## src/rtl/div_radix2.sv

```systemverilog
// -----------------------------------------------------------------------------
// div_radix2 -- multi-cycle radix-2 restoring divider for the E stage (DIV/DIVU)
//
// The hazard unit holds E stalled while a divide sits in E and ready is low.
// This block supplies that ready handshake and the {hi,lo} result that feeds
// the hilo register. An E-stage flush or exception arrives as annul and
// abandons whatever operation is in flight.
//
// Ports
//   clk         core clock, all state updates on the rising edge
//   resetn      asynchronous active-low reset
//   start       DIV/DIVU present in E and not yet done (held high while stalled)
//   signed_div  1 = DIV (two's complement operands), 0 = DIVU
//   annul       abandon the current operation, return to IDLE
//   dividend    rs value, sampled only when an operation is accepted
//   divisor     rt value, sampled only when an operation is accepted
//   result      {remainder (hi), quotient (lo)}, held until the next write
//   ready       one-cycle pulse: result valid, releases the divide stall
//
// Timing: start sampled in cycle 0 -> ready in cycle WIDTH+1. A zero divisor
// skips the iteration and reports ready in cycle 1 with result = 0.
// -----------------------------------------------------------------------------
module div_radix2 #(
    parameter int WIDTH = 32
) (
    input  logic                 clk,
    input  logic                 resetn,
    input  logic                 start,
    input  logic                 signed_div,
    input  logic                 annul,
    input  logic [WIDTH-1:0]     dividend,
    input  logic [WIDTH-1:0]     divisor,
    output logic [2*WIDTH-1:0]   result,
    output logic                 ready
);

    localparam int CNT_W = $clog2(WIDTH + 1);
    localparam logic [CNT_W-1:0] LAST_STEP = CNT_W'(WIDTH - 1);
    localparam logic [CNT_W-1:0] CNT_ONE   = CNT_W'(1);

    typedef enum logic [1:0] {
        ST_IDLE = 2'b00,
        ST_BUSY = 2'b01,
        ST_DONE = 2'b10
    } state_t;

    // Magnitude of a value; only negative values in signed mode are negated.
    // The most negative value maps onto itself, which is exactly the
    // mod 2^WIDTH magnitude the unsigned core needs.
    function automatic logic [WIDTH-1:0] magnitude(input logic [WIDTH-1:0] v,
                                                   input logic             is_signed);
        logic [WIDTH-1:0] m;
        if (is_signed && v[WIDTH-1]) begin
            m = (~v) + WIDTH'(1);
        end else begin
            m = v;
        end
        return m;
    endfunction

    // Two's complement negation when requested (sign fixup of the result).
    function automatic logic [WIDTH-1:0] cond_negate(input logic [WIDTH-1:0] v,
                                                     input logic             neg);
        logic [WIDTH-1:0] n;
        if (neg) begin
            n = (~v) + WIDTH'(1);
        end else begin
            n = v;
        end
        return n;
    endfunction

    state_t             state_r;
    state_t             state_next_s;
    logic [CNT_W-1:0]   cnt_r;
    logic [WIDTH-1:0]   rem_r;        // partial remainder
    logic [WIDTH-1:0]   quo_r;        // dividend bits shifting out, quotient bits shifting in
    logic [WIDTH-1:0]   dvs_r;        // divisor magnitude
    logic               neg_quo_r;    // quotient must be negated at the end
    logic               neg_rem_r;    // remainder must be negated at the end
    logic [2*WIDTH-1:0] result_r;
    logic               ready_r;

    logic [WIDTH:0]     shifted_s;
    logic [WIDTH:0]     trial_s;
    logic               step_ok_s;
    logic [WIDTH-1:0]   rem_next_s;
    logic [WIDTH-1:0]   quo_next_s;
    logic               last_step_s;
    logic               div_zero_s;

    // One shift-subtract step. The remainder is always below the divisor, so
    // the shifted value is below twice the divisor and a WIDTH+1 bit trial
    // difference has its top bit set exactly when the subtraction underflows.
    always_comb begin
        shifted_s   = {rem_r, quo_r[WIDTH-1]};
        trial_s     = shifted_s - {1'b0, dvs_r};
        step_ok_s   = ~trial_s[WIDTH];
        if (step_ok_s) begin
            rem_next_s = trial_s[WIDTH-1:0];
        end else begin
            rem_next_s = shifted_s[WIDTH-1:0];
        end
        quo_next_s  = {quo_r[WIDTH-2:0], step_ok_s};
        last_step_s = (cnt_r == LAST_STEP);
        div_zero_s  = (divisor == {WIDTH{1'b0}});
    end

    // Next-state logic; annul wins over everything, including start.
    always_comb begin
        state_next_s = state_r;
        if (annul) begin
            state_next_s = ST_IDLE;
        end else begin
            case (state_r)
                ST_IDLE: begin
                    if (start) begin
                        if (div_zero_s) begin
                            state_next_s = ST_DONE;
                        end else begin
                            state_next_s = ST_BUSY;
                        end
                    end else begin
                        state_next_s = ST_IDLE;
                    end
                end
                ST_BUSY: begin
                    if (last_step_s) begin
                        state_next_s = ST_DONE;
                    end else begin
                        state_next_s = ST_BUSY;
                    end
                end
                // The instruction that produced DONE is still in E with start
                // high, so DONE never restarts; it always drops back to IDLE.
                ST_DONE: state_next_s = ST_IDLE;
                default: state_next_s = ST_IDLE;
            endcase
        end
    end

    // State register.
    always_ff @(posedge clk or negedge resetn) begin
        if (!resetn) begin
            state_r <= ST_IDLE;
        end else begin
            state_r <= state_next_s;
        end
    end

    // ready is a flop that mirrors "state is DONE", so it pulses for exactly
    // the one cycle spent in DONE and never glitches on input changes.
    always_ff @(posedge clk or negedge resetn) begin
        if (!resetn) begin
            ready_r <= 1'b0;
        end else begin
            ready_r <= (state_next_s == ST_DONE);
        end
    end

    // Operand capture, iteration datapath and result write.
    always_ff @(posedge clk or negedge resetn) begin
        if (!resetn) begin
            cnt_r     <= {CNT_W{1'b0}};
            rem_r     <= {WIDTH{1'b0}};
            quo_r     <= {WIDTH{1'b0}};
            dvs_r     <= {WIDTH{1'b0}};
            neg_quo_r <= 1'b0;
            neg_rem_r <= 1'b0;
            result_r  <= {(2*WIDTH){1'b0}};
        end else if (annul) begin
            // Abandoned operation: leave result untouched.
            cnt_r <= cnt_r;
        end else begin
            case (state_r)
                ST_IDLE: begin
                    if (start && div_zero_s) begin
                        result_r <= {(2*WIDTH){1'b0}};
                    end else if (start) begin
                        cnt_r     <= {CNT_W{1'b0}};
                        rem_r     <= {WIDTH{1'b0}};
                        quo_r     <= magnitude(dividend, signed_div);
                        dvs_r     <= magnitude(divisor, signed_div);
                        neg_quo_r <= signed_div & (dividend[WIDTH-1] ^ divisor[WIDTH-1]);
                        neg_rem_r <= signed_div & dividend[WIDTH-1];
                    end else begin
                        cnt_r <= cnt_r;
                    end
                end
                ST_BUSY: begin
                    rem_r <= rem_next_s;
                    quo_r <= quo_next_s;
                    cnt_r <= cnt_r + CNT_ONE;
                    if (last_step_s) begin
                        // Remainder follows the dividend's sign; quotient is
                        // negated when operand signs differ.
                        result_r <= {cond_negate(rem_next_s, neg_rem_r),
                                     cond_negate(quo_next_s, neg_quo_r)};
                    end else begin
                        result_r <= result_r;
                    end
                end
                default: begin
                    cnt_r <= cnt_r;
                end
            endcase
        end
    end

    assign result = result_r;
    assign ready  = ready_r;

endmodule
```

## config.mk

```make
export PLATFORM = sky130hd
export DESIGN_NAME = div_radix2
export DESIGN_NICKNAME = d
export VERILOG_FILES = /design/src/rtl/div_radix2.sv
export SDC_FILE = /design/constraint.sdc
export NUM_CORES = 1
export LEC_CHECK = 0
export ABC_CLOCK_PERIOD_IN_PS = 7700
export BUFFER_PORTS_ARGS = -buffer_cell sky130_fd_sc_hd__clkbuf_2
export CAP_MARGIN = 15
export CORE_UTILIZATION = 45
export DETAILED_ROUTE_END_ITERATION = 8
export HOLD_SLACK_MARGIN = 0.15
export SYNTH_ARGS = -nofsm -noshare
export SYNTH_HDL_FRONTEND = slang
export SYNTH_SLANG_ARGS = --single-unit
```

## constraint.sdc

```tcl
create_clock -name clk -period 7.7 [get_ports clk]
set_input_delay 0.77 -clock clk [delete_from_list [all_inputs] [get_ports clk]]
set_output_delay 0.77 -clock clk [all_outputs]
set_load 0.02 [all_outputs]
```

* Word level (Yosys, flattened, before mapping)
Index checks and enable logic that the tools add are counted.
Cells by class: reduce and logical (&&, ||, !) cells 9, muxes and demuxes 22, $add $sub $neg 6, bitwise gates (word level) 10, equal/unequal tests 7
Operators with widths (number):
- $mux W32 | 9
- $add A32 B1 Y32 const B | 4
- $mux W64 | 2
- $not A32 Y32 | 4
- $pmux W32 S2 | 2
- $pmux W64 S2 | 1
- $sub A33 B32 Y33 | 1
- $logic_not A32 Y1 | 1
- $mux W6 | 2
- $pmux W6 S2 | 1
- $reduce_and A4 Y1 | 3
- $mux W2 | 4
- $ne A2 B2 Y1 const B | 4
- $add A6 B1 Y6 const B | 1
- $eq A6 B5 Y1 const B | 1
- $pmux W2 S2 | 1
- $logic_and A1 B1 Y1 | 3
- $not A1 Y1 | 3
- $and A1 B1 Y1 | 2
- $eq A2 B1 Y1 const B | 1
- $eq A2 B2 Y1 const B | 1
- $logic_not A2 Y1 | 1
- $reduce_bool A2 Y1 | 1
- $xor A1 B1 Y1 | 1
Storage, ports and cells: output and inout port bits 65, flip-flop bits (word level) 171, input bits 69

* Depth between registers and ports, before layout
Gate-level depths: netlist (run 1).
depth in word-level cells 7, mapped depth 23

* Worst setup path after synthesis (run 1)
No wires, ideal clock.
path type flip-flop to flip-flop, start point register quo_r[31], end point register result_r[28] (netlist: result[28]), path slack 2621 ps, path buffers 3, required time 7570 ps, cell stages (with the launch flop) 24, data arrival time 4949 ps, cells stage by stage dfrtp_1 -> inv_1 -> ha_1 -> inv_1 -> fa_1 -> a211oi_2 -> o211ai_1 -> nand3_1 -> a21oi_1 -> nor3_2 -> nor2_4 -> inv_2 -> buf_6 -> clkbuf_1 -> buf_2 -> ha_1 -> nand2_1 -> or3_1 -> or4_1 -> or2_1 -> or3_1 -> o41ai_2 -> xor2_1 -> o21ai_1
On the way: longest elaborated chain between the ends 7
Ends and longest elaborated chain:
- from (decl) | line 77 | logic [WIDTH-1:0] quo_r;
- from (signal assigned) | line 166 | quo_r <= {WIDTH{1'b0}};
- from (signal assigned) | line 182 | quo_r <= magnitude(dividend, signed_div);
- from (signal assigned) | line 192 | quo_r <= quo_next_s;
- $sub A33 B32 Y33 | line 97 | trial_s = shifted_s - {1'b0, dvs_r};
- $not A1 Y1 | line 98 | step_ok_s = ~trial_s[WIDTH];
- $not A32 Y32 | line 66 | n = (~v) + WIDTH'(1);
- $add A32 B1 Y32 | line 66
- $mux W32 | line 65 | if (neg) begin
- $mux W64 | line 194 | if (last_step_s) begin
- $pmux W64 S2 | line 175 | case (state_r)
- to (signal assigned) | line 178 | result_r <= {(2*WIDTH){1'b0}};
- to (signal assigned) | line 197 | result_r <= {cond_negate(rem_next_s, neg_rem_r),
- to (signal assigned) | line 200 | result_r <= result_r;
- to (decl) | line 81 | logic [2*WIDTH-1:0] result_r;
Every way passes these cells. The select of a mux whose other input is x is not followed. A chain may end at the register's enable or synchronous reset.

* Worst setup path in the final report (run 1)
Same ends and word-level chain as after synthesis.

==> metrics.md, run 1 <==
| Metric | Value |
|---|---|
| Fill cells | `2595` |
| Post-route setup TNS | `0 ns` |
| Layout cells sized above 1 | `0.143` |
| Final nets | `1653` |
| Via/cell ratio | `5.73` |
| Htree depth | `4` |
| RSZ-0062 raised after global routing | `false` |
| Die height | `165 µm` |
| Post-CTS Setup Bufs | `0` |
| Worst setup path category | `reg2reg` |
| Status | `completed` |
| Die W | `165 µm` |
| Switching Power | `2.41 mW` |
| IO Port Bufs | `133` |
| Root buffer cell | `clkbuf_16` |
| Worst r2r src | `quo_r[31]` |
| Hold_ws | `0.432 ns` |
| Synth area leader | `dfrtp_1` |
| CTS tree | `done` |
| Post-DRT Antenna Nets | `0` |
| Largest net degree at the start of global routing | `107` |
| Total iterations of the first detailed-routing run | `5` |
| Main synth FF type | `dfrtp_1` |
| Area of the multi-input gates | `7080 µm²` |
| Endpoint class of the critical path | `flop` |
| Syn nets | `1566` |
| Drt drc | `0` |
| Number of flops mapped to enable cells by yosys | `0` |
| Final Util | `0.515` |
| Core ar. | `26000 µm²` |
| Count leader, synth | `nand2_1` |
| Mapped Avg Cell Area | `8.15 µm²` |
| Post-synth top cells | `218 x nand2_1, 171 x dfrtp_1, 155 x o21ai_0` |
| Clk pwr share | `0.185` |
| Hold buffers post-CTS | `0` |
| Antenna violations before repair | `0` |
| Switching share of power | `0.495` |
| Post-DP HPWL | `25700 µm` |
| Peak supply drop | `0.164 mV` |
| Largest stage delay, worst path | `0.47 ns` |
| Max_cap viols | `0` |
| Crit Path Max Fanout | `38` |
| Avg WL per Cell | `17.9 µm` |
| Synth unique cells | `86` |
| Met2 WL | `13500 µm` |
| Diode count | `0` |
| Met1 wire length | `17700 µm` |
| WL final | `34000 µm` |
| DR iter-0 viols | `891` |
| CP top delay family | `simple AND/OR/NAND/NOR gates` |
| Yosys warning count | `0` |
| CP arrival | `5.63 ns` |
| Post-synthesis cell area | `11900 µm²` |
| Worst setup startpoint | `quo_r[31]` |
| Sink Count | `171` |
| Worst Skew | `0.0153 ns` |
| Met3 routed WL | `2230 µm` |
| CTS clk-pin slew, worst paths | `0.08 ns` |
| Final setup viols | `0` |
| WP buf/inv | `4` |
| Longest Clk Path Bufs | `2` |
| Number of global-route vias before repair | `9660` |
| Hold Path Class | `in2async` |
| Required time worst endpoint | `8.01 ns` |
| Gr usage total | `0.256` |
| Sequential share of the synthesized area | `0.360` |
| Max Clk Rate | `188 MHz` |
| Startpoint Class | `flop` |
| Pins over their slew limit | `0` |
| Die ar. | `27100 µm²` |
| Post-synthesis instance total | `1459` |
| Initial Utilization | `0.457` |
| Area Overhead vs Synth | `12.5%` |
| Async set or reset register ratio after synthesis | `1.00` |
| Post-synth top area share | `0.360` |
| First-pass GRT wire length | `53800 µm` |
| Placer's final routability congestion estimate | `0.923` |
| PwrDens | `364 nW/µm²` |
| DR top layer | `met4` |
| Worst-Margin Slew | `1.12 ns` |
| Min cycle time layout | `5.32 ns` |
| Final worst path period share | `0.691` |
| Overflow after GRT | `0` |
| PostCTS Resize Cnt | `0` |
| Largest cells by area after synthesis | `dfrtp_1 36%, nand2_1 6.9%, o21ai_0 6.5%` |
| Relative slew slack | `0.256` |
| Int Pwr | `2.46 mW` |
| Leak Pwr | `5.99 nW` |
| Hold Vio Cnt, Final | `0` |
| TritonCTS Buffers | `17` |
| Vias | `10900` |
| FP Rows | `59` |
| Synthesis-stage register bit count | `171` |
| Crit path max-delay cell type | `nor3_2` |
| Crit path cell chain | `inv_1 > ha_1 > inv_1 > fa_1 > a211oi_2 > o211ai_1 > nand3_1 > a21oi_1 > nor3_2 > nor2_4 > inv_2 > buf_4 > ha_1 > nand2_1 > or3_1 > or4_1 > or2_1 > or3_1 > o41ai_2 > xor2_1 > o21ai_1` |
| Number of I/O pins | `134` |
| Clk_lat worst skew | `0.44 ns` |
| Register Area | `4280 µm²` |
| Logic gate share of total power | `0.557` |
| Sequential Power Share | `0.258` |
[layout by cell type, fill, tap and decap left out, types with 6 or more instances in the layout]
| master | instances |
|---|---|
| nand3_1 | 21 |
| inv_1 | 62 |
| buf_4 | 10 |
| or4_1 | 6 |
| nor3_1 | 25 |
| nor2_1 | 104 |
| clkbuf_16 | 17 |
| nand4_1 | 13 |
| dfrtp_1 | 171 |
| nand2_1 | 218 |
| a21oi_1 | 130 |
| o21ai_0 | 155 |
| ha_1 | 37 |
| clkbuf_2 | 132 |
| o21a_1 | 7 |
| or2_2 | 10 |
| nor4_1 | 15 |
| nand2b_1 | 7 |
| o31ai_1 | 39 |
| a211oi_1 | 6 |
| a21o_1 | 7 |
| o21ai_1 | 26 |
| or3_1 | 24 |
| nor2b_1 | 8 |
| xnor2_1 | 64 |
| and2_1 | 11 |
| xor2_1 | 71 |
| and3_1 | 7 |
| o41ai_1 | 10 |
| mux2i_1 | 26 |
[worst reg2reg max path: cells and delay by family, from the launching register on]
kind            cells  cell delay, ns
simple gates        8            2.20
compound gates      5            0.88
xor+xnor            1            0.18
flops               1            0.43
buf+inv             4            0.61
fa+ha+maj           3            0.91
[per-layer routing]
metal  up-vias  GRT usage
li1       5352          -
met1      5123      0.415
met2       342      0.343
met3        41     0.0389
met4         0     0.0696
met5         -          0
[layout make-up]
cell class / count / share of cell area
well taps: 335 / 0.0313
inverters: 63 / 0.0177
repair buffers: 143 / 0.0558
flip-flops and latches: 171 / 0.320
clock inverters: 15 / 0.0141
multi-input cells: 1150 / 0.529
clock buffers: 17 / 0.0318
[per-stage QoR]
step	power (mW)	instance area, µm²	std cells	worst slack, ns
3_5_place_dp	3.91	12800	1862	2.47
3_3_place_gp	3.90	12800	1862	2.60
5_1_grt	5.20	13400	1894	2.04
6_report	4.87	13400	1894	2.38
4_1_cts	4.83	13400	1894	2.44
2_1_floorplan	3.18	11900	1459	2.62
[power by group through the flow]
stage | clock network (mW) | logic (mW) | registers, mW
5_1_grt | 0.953 | 2.97 | 1.28
6_report | 0.902 | 2.72 | 1.26
2_1_floorplan | 0 | 2.00 | 1.18
3_3_place_gp | 0 | 2.64 | 1.26
3_5_place_dp | 0 | 2.65 | 1.26
4_1_cts | 0.921 | 2.66 | 1.25
[final timing paths]
kind / endpoint / slack [ns] / cells past startpoint
setup / recovery: result[28] / 2.38 / 21
max in group asynchronous: rem_r[29] / 5.80 / 2
hold reg to reg: result[46] / 0.48 / 2
min in group clk: result[46] / 0.48 / 2
hold / removal: result[19] / 0.43 / 1
setup reg to reg: result[28] / 2.38 / 21
[registers in the layout (all words and copies together), names as in the netlist]
register / cells
result: 64
rem_r: 32
dvs_r: 32
neg_rem_r: 1
quo_r: 32
state_r: 2
cnt_r: 6
ready: 1
neg_quo_r: 1
[cell families after synthesis]
group                    Yosys count  synth area share
AND/OR/NAND/NOR                  494             0.194
flip-flops                       171             0.360
buffers and inverters            138            0.0455
AO/OA/AOI/OAI                    453             0.234
multiplexers                      30            0.0257
adder cells (fa/ha/maj)           38            0.0406
XOR/XNOR                         135            0.0995
Power figures use the tool's default switching activity.
==> run 2: changes to the inputs <==
--- a/config.mk
+++ b/config.mk
@@ -5,12 +5,14 @@
 export SDC_FILE = /design/constraint.sdc
 export NUM_CORES = 1
 export LEC_CHECK = 0
-export ABC_CLOCK_PERIOD_IN_PS = 7700
+export ABC_AREA = 1
+export ABC_CLOCK_PERIOD_IN_PS = 4820
 export BUFFER_PORTS_ARGS = -buffer_cell sky130_fd_sc_hd__clkbuf_2
 export CAP_MARGIN = 15
 export CORE_UTILIZATION = 45
 export DETAILED_ROUTE_END_ITERATION = 8
 export HOLD_SLACK_MARGIN = 0.15
+export PLACE_DENSITY = 0.66
 export SYNTH_ARGS = -nofsm -noshare
 export SYNTH_HDL_FRONTEND = slang
 export SYNTH_SLANG_ARGS = --single-unit
==> constraint.sdc (replaced) <==
create_clock -name clk -period 4.82 [get_ports clk]
set_input_delay 0.482 -clock clk [delete_from_list [all_inputs] [get_ports clk]]
set_output_delay 0.482 -clock clk [all_outputs]
set_load 0.02 [all_outputs]
==> metrics.md, run 2 <==
| Metric | Value |
|---|---|
| Status | `completed (unchanged)` |
| Die W | `170 µm (was 165 µm)` |
| Diode count | `0 (unchanged)` |
| Max Clk Rate | `230 MHz (was 188 MHz)` |
| CTS tree | `done (unchanged)` |
| Reg2reg end | `result[26] (was result[28])` |
| Htree depth | `4 (unchanged)` |
| R2R cell count | `26 (was 21)` |
| Hold buffers post-CTS | `1 (was 0)` |
| Worst setup path category | `reg2reg (unchanged)` |
| Fill cells | `2888 (was 2595)` |
| Core ar. | `27800 µm² (was 26000 µm²)` |
| Number of global-route vias before repair | `12000 (was 9660)` |
| Worst r2r src | `quo_r[31] (unchanged)` |
| Post-DP HPWL | `30300 µm (was 25700 µm)` |
| WL final | `39000 µm (was 34000 µm)` |
| Required time worst endpoint | `5.18 ns (was 8.01 ns)` |
| Setup slack at placement | `0.564 ns (was 2.47 ns)` |
| Largest register FFs | `64 (unchanged)` |
| Gr usage total | `0.279 (was 0.256)` |
| Max_cap viols | `0 (unchanged)` |
| Post-route setup TNS | `0 ns (unchanged)` |
| CTS clk-pin slew, worst paths | `0.08 ns (about the same)` |
| Layout cells sized above 1 | `0.112 (was 0.143)` |
| Placer's final routability congestion estimate | `0.949 (was 0.923)` |
| Worst Skew | `0.0216 ns (was 0.0153 ns)` |
| Area Overhead vs Synth | `12.2% (was 12.5%)` |
| Synth unique cells | `46 (was 86)` |
| Antenna violations before repair | `0 (unchanged)` |
| Syn nets | `2045 (was 1566)` |
| Avg WL per Cell | `16.0 µm (was 17.9 µm)` |
| Final nets | `2148 (was 1653)` |
| Mapped Avg Cell Area | `6.56 µm² (was 8.15 µm²)` |
| Yosys warning count | `0 (unchanged)` |
| Worst hold start | `annul` |
| Post-synth top area share | `0.336 (was 0.360)` |
| Count leader, synth | `nand2_1 (unchanged)` |
| Initial Utilization | `0.458 (was 0.457)` |
| Register Area | `4280 µm² (unchanged)` |
| Via/cell ratio | `5.30 (was 5.73)` |
| Largest cells by area after synthesis | `dfrtp_1 34%, nand2_1 17%, inv_1 7.6% (was dfrtp_1 36%, nand2_1 6.9%, o21ai_0 6.5%)` |
| Hold Vio Cnt, Final | `0 (unchanged)` |
| Min cycle time layout | `4.35 ns (was 5.32 ns)` |
| DR top layer | `met4 (unchanged)` |
| First-pass GRT wire length | `63400 µm (was 53800 µm)` |
| Startpoint Class | `flop (unchanged)` |
| Leak Pwr | `7.56 nW (was 5.99 nW)` |
| IO Port Bufs | `133 (unchanged)` |
| Met1 wire length | `17500 µm (was 17700 µm)` |
| Post-synthesis cell area | `12700 µm² (was 11900 µm²)` |
| DR iter-0 viols | `867 (was 891)` |
| Endpoint class of the critical path | `flop (unchanged)` |
| Met2 WL | `19000 µm (was 13500 µm)` |
| Most frequent cells in the layout | `566 x nand2_1, 254 x inv_1, 188 x nor2_1 (was 218 x nand2_1, 171 x dfrtp_1, 155 x o21ai_0)` |
| R2R setup slack | `0.47 ns (was 2.38 ns)` |
| Final setup viols | `0 (unchanged)` |
| Sink Count | `171 (unchanged)` |
| Final worst path period share | `0.902 (was 0.691)` |
| Hold path depth | `2` |
| Longest Clk Path Bufs | `2 (unchanged)` |
| Synth area leader | `dfrtp_1 (unchanged)` |
| Synthesis-stage register bit count | `171 (unchanged)` |
| Most common cell after layout, fill and taps aside | `nand2_1 (unchanged)` |
| TritonCTS Buffers | `17 (unchanged)` |
| Overflow after GRT | `0 (unchanged)` |
| Met3 routed WL | `1820 µm (was 2230 µm)` |
| Pins over their slew limit | `0 (unchanged)` |
| Crit Path Max Fanout | `9 (was 38)` |
| RSZ-0062 raised after global routing | `false (unchanged)` |
| Relative slew slack | `0.234 (was 0.256)` |
| Sequential share of the synthesized area | `0.336 (was 0.360)` |
| Largest net degree at the start of global routing | `100 (was 107)` |
| FP Rows | `61 (was 59)` |
| Hold Path Class | `in2reg (was in2async)` |
| Post-CTS Setup Bufs | `0 (unchanged)` |
| Root buffer cell | `clkbuf_16 (unchanged)` |
| CP arrival | `4.71 ns (was 5.63 ns)` |
| Clk_lat worst skew | `0.45 ns (was 0.44 ns)` |
| Number of I/O pins | `134 (unchanged)` |
| Drt drc | `0 (unchanged)` |
| Post-synth top cells | `566 x nand2_1, 256 x inv_1, 190 x nor2_1 (was 218 x nand2_1, 171 x dfrtp_1, 155 x o21ai_0)` |
| Number of flops mapped to enable cells by yosys | `0 (unchanged)` |
| Peak supply drop | `0.327 mV (was 0.164 mV)` |
| PwrDens | `512 nW/µm² (was 364 nW/µm²)` |
| Main synth FF type | `dfrtp_1 (unchanged)` |
| Async set or reset register ratio after synthesis | `1.00 (unchanged)` |
| Vias | `12900 (was 10900)` |
| Area of the multi-input gates | `7180 µm² (was 7080 µm²)` |
| Worst-Margin Slew | `1.15 ns (was 1.12 ns)` |
| Post-DRT Antenna Nets | `0 (unchanged)` |
| Post-synthesis instance total | `1938 (was 1459)` |
| PostCTS Resize Cnt | `0 (unchanged)` |
| Die ar. | `28900 µm² (was 27100 µm²)` |
| Die height | `170 µm (was 165 µm)` |
| Total iterations of the first detailed-routing run | `6 (was 5)` |
| Min-Delay Endpoint | `ready` |
| Worst setup margin | `0.474 ns (was 2.38 ns)` |
[run 2: critical path, cell delays in order, from the launching register on]
cell     delay [ns]
dfrtp_1        0.38
inv_1          0.08
ha_1           0.15
inv_1          0.09
fa_1           0.41
nand2_1        0.07
nand2_1        0.09
nand3_2        0.09
nand2_2        0.08
nand2_1        0.08
nand2_2        0.09
nand2_4        0.10
nand3_2        0.18
nand2_2        0.15
ha_1           0.21
nand3_1        0.11
nor3_1         0.27
nand2_1        0.12
nor3_1         0.34
nand4_1        0.21
nor2_1         0.13
nor2_1         0.07
nor2_1         0.21
o21ai_0        0.14
a21oi_1        0.15
o21ai_0        0.09
o21ai_0        0.13
[run 2: how the worst max path moves through the flow]
stage | endpoint | startpoint | cells past startpoint
final | result[26] | quo_r[31] | 26
after global routing | result[26] | quo_r[31] | 26
after CTS | result[26] | quo_r[31] | 26
after detailed placement | result[42] | quo_r[31] | 22
after global placement | result[42] | quo_r[31] | 22
after floorplan | result[26] | quo_r[31] | 28
[run 2: kinds of logic after synthesis]
| logic type | share of synthesized area |
|---|---|
| AND/OR/NAND/NOR | 0.333 |
| buffers and inverters | 0.0993 |
| flip-flops | 0.336 |
| XOR/XNOR | 0.0461 |
| adder cells (fa/ha/maj) | 0.0380 |
| AO/OA/AOI/OAI | 0.147 |
[run 2: layout make-up]
class | instances | area share
Clock buffer | 18 | 0.0308
Clock inverter | 14 | 0.0108
Inverter | 259 | 0.0681
Multi-Input combinational cell | 1447 | 0.503
Sequential cell | 171 | 0.300
Tap cell | 378 | 0.0331
Timing Repair Buffer | 145 | 0.0544
[run 2: where the power goes]
| group | switching, mW | internal, mW | total [mW] | leakage [nW] |
|---|---|---|---|---|
| Clock | 0.691 | 0.706 | 1.40 | 0.287 |
| Combinational | 2.88 | 1.24 | 4.11 | 5.02 |
| Sequential | 0.172 | 1.62 | 1.79 | 2.25 |
| Total | 3.74 | 3.56 | 7.30 | 7.56 |
[run 2: metrics by stage]
stage,utilization,instance area (µm²),total power [mW],hold slack (ns),std cells
after global placement,0.492,13700,5.82,0.464,2399
after floorplan,-,12700,4.83,0.186,1938
after CTS,0.514,14300,7.28,0.239,2432
after global routing,0.514,14300,7.91,0.282,2432
final,0.514,14300,7.30,0.247,2432
after detailed placement,0.492,13700,5.87,0.464,2399
[run 2: routing by layer]
layer / vias to the layer above / GRT usage
met5: - / 0
met1: 6031 / 0.365
met2: 330 / 0.483
met3: 49 / 0.0337
met4: 0 / 0.0779
li1: 6481 / -
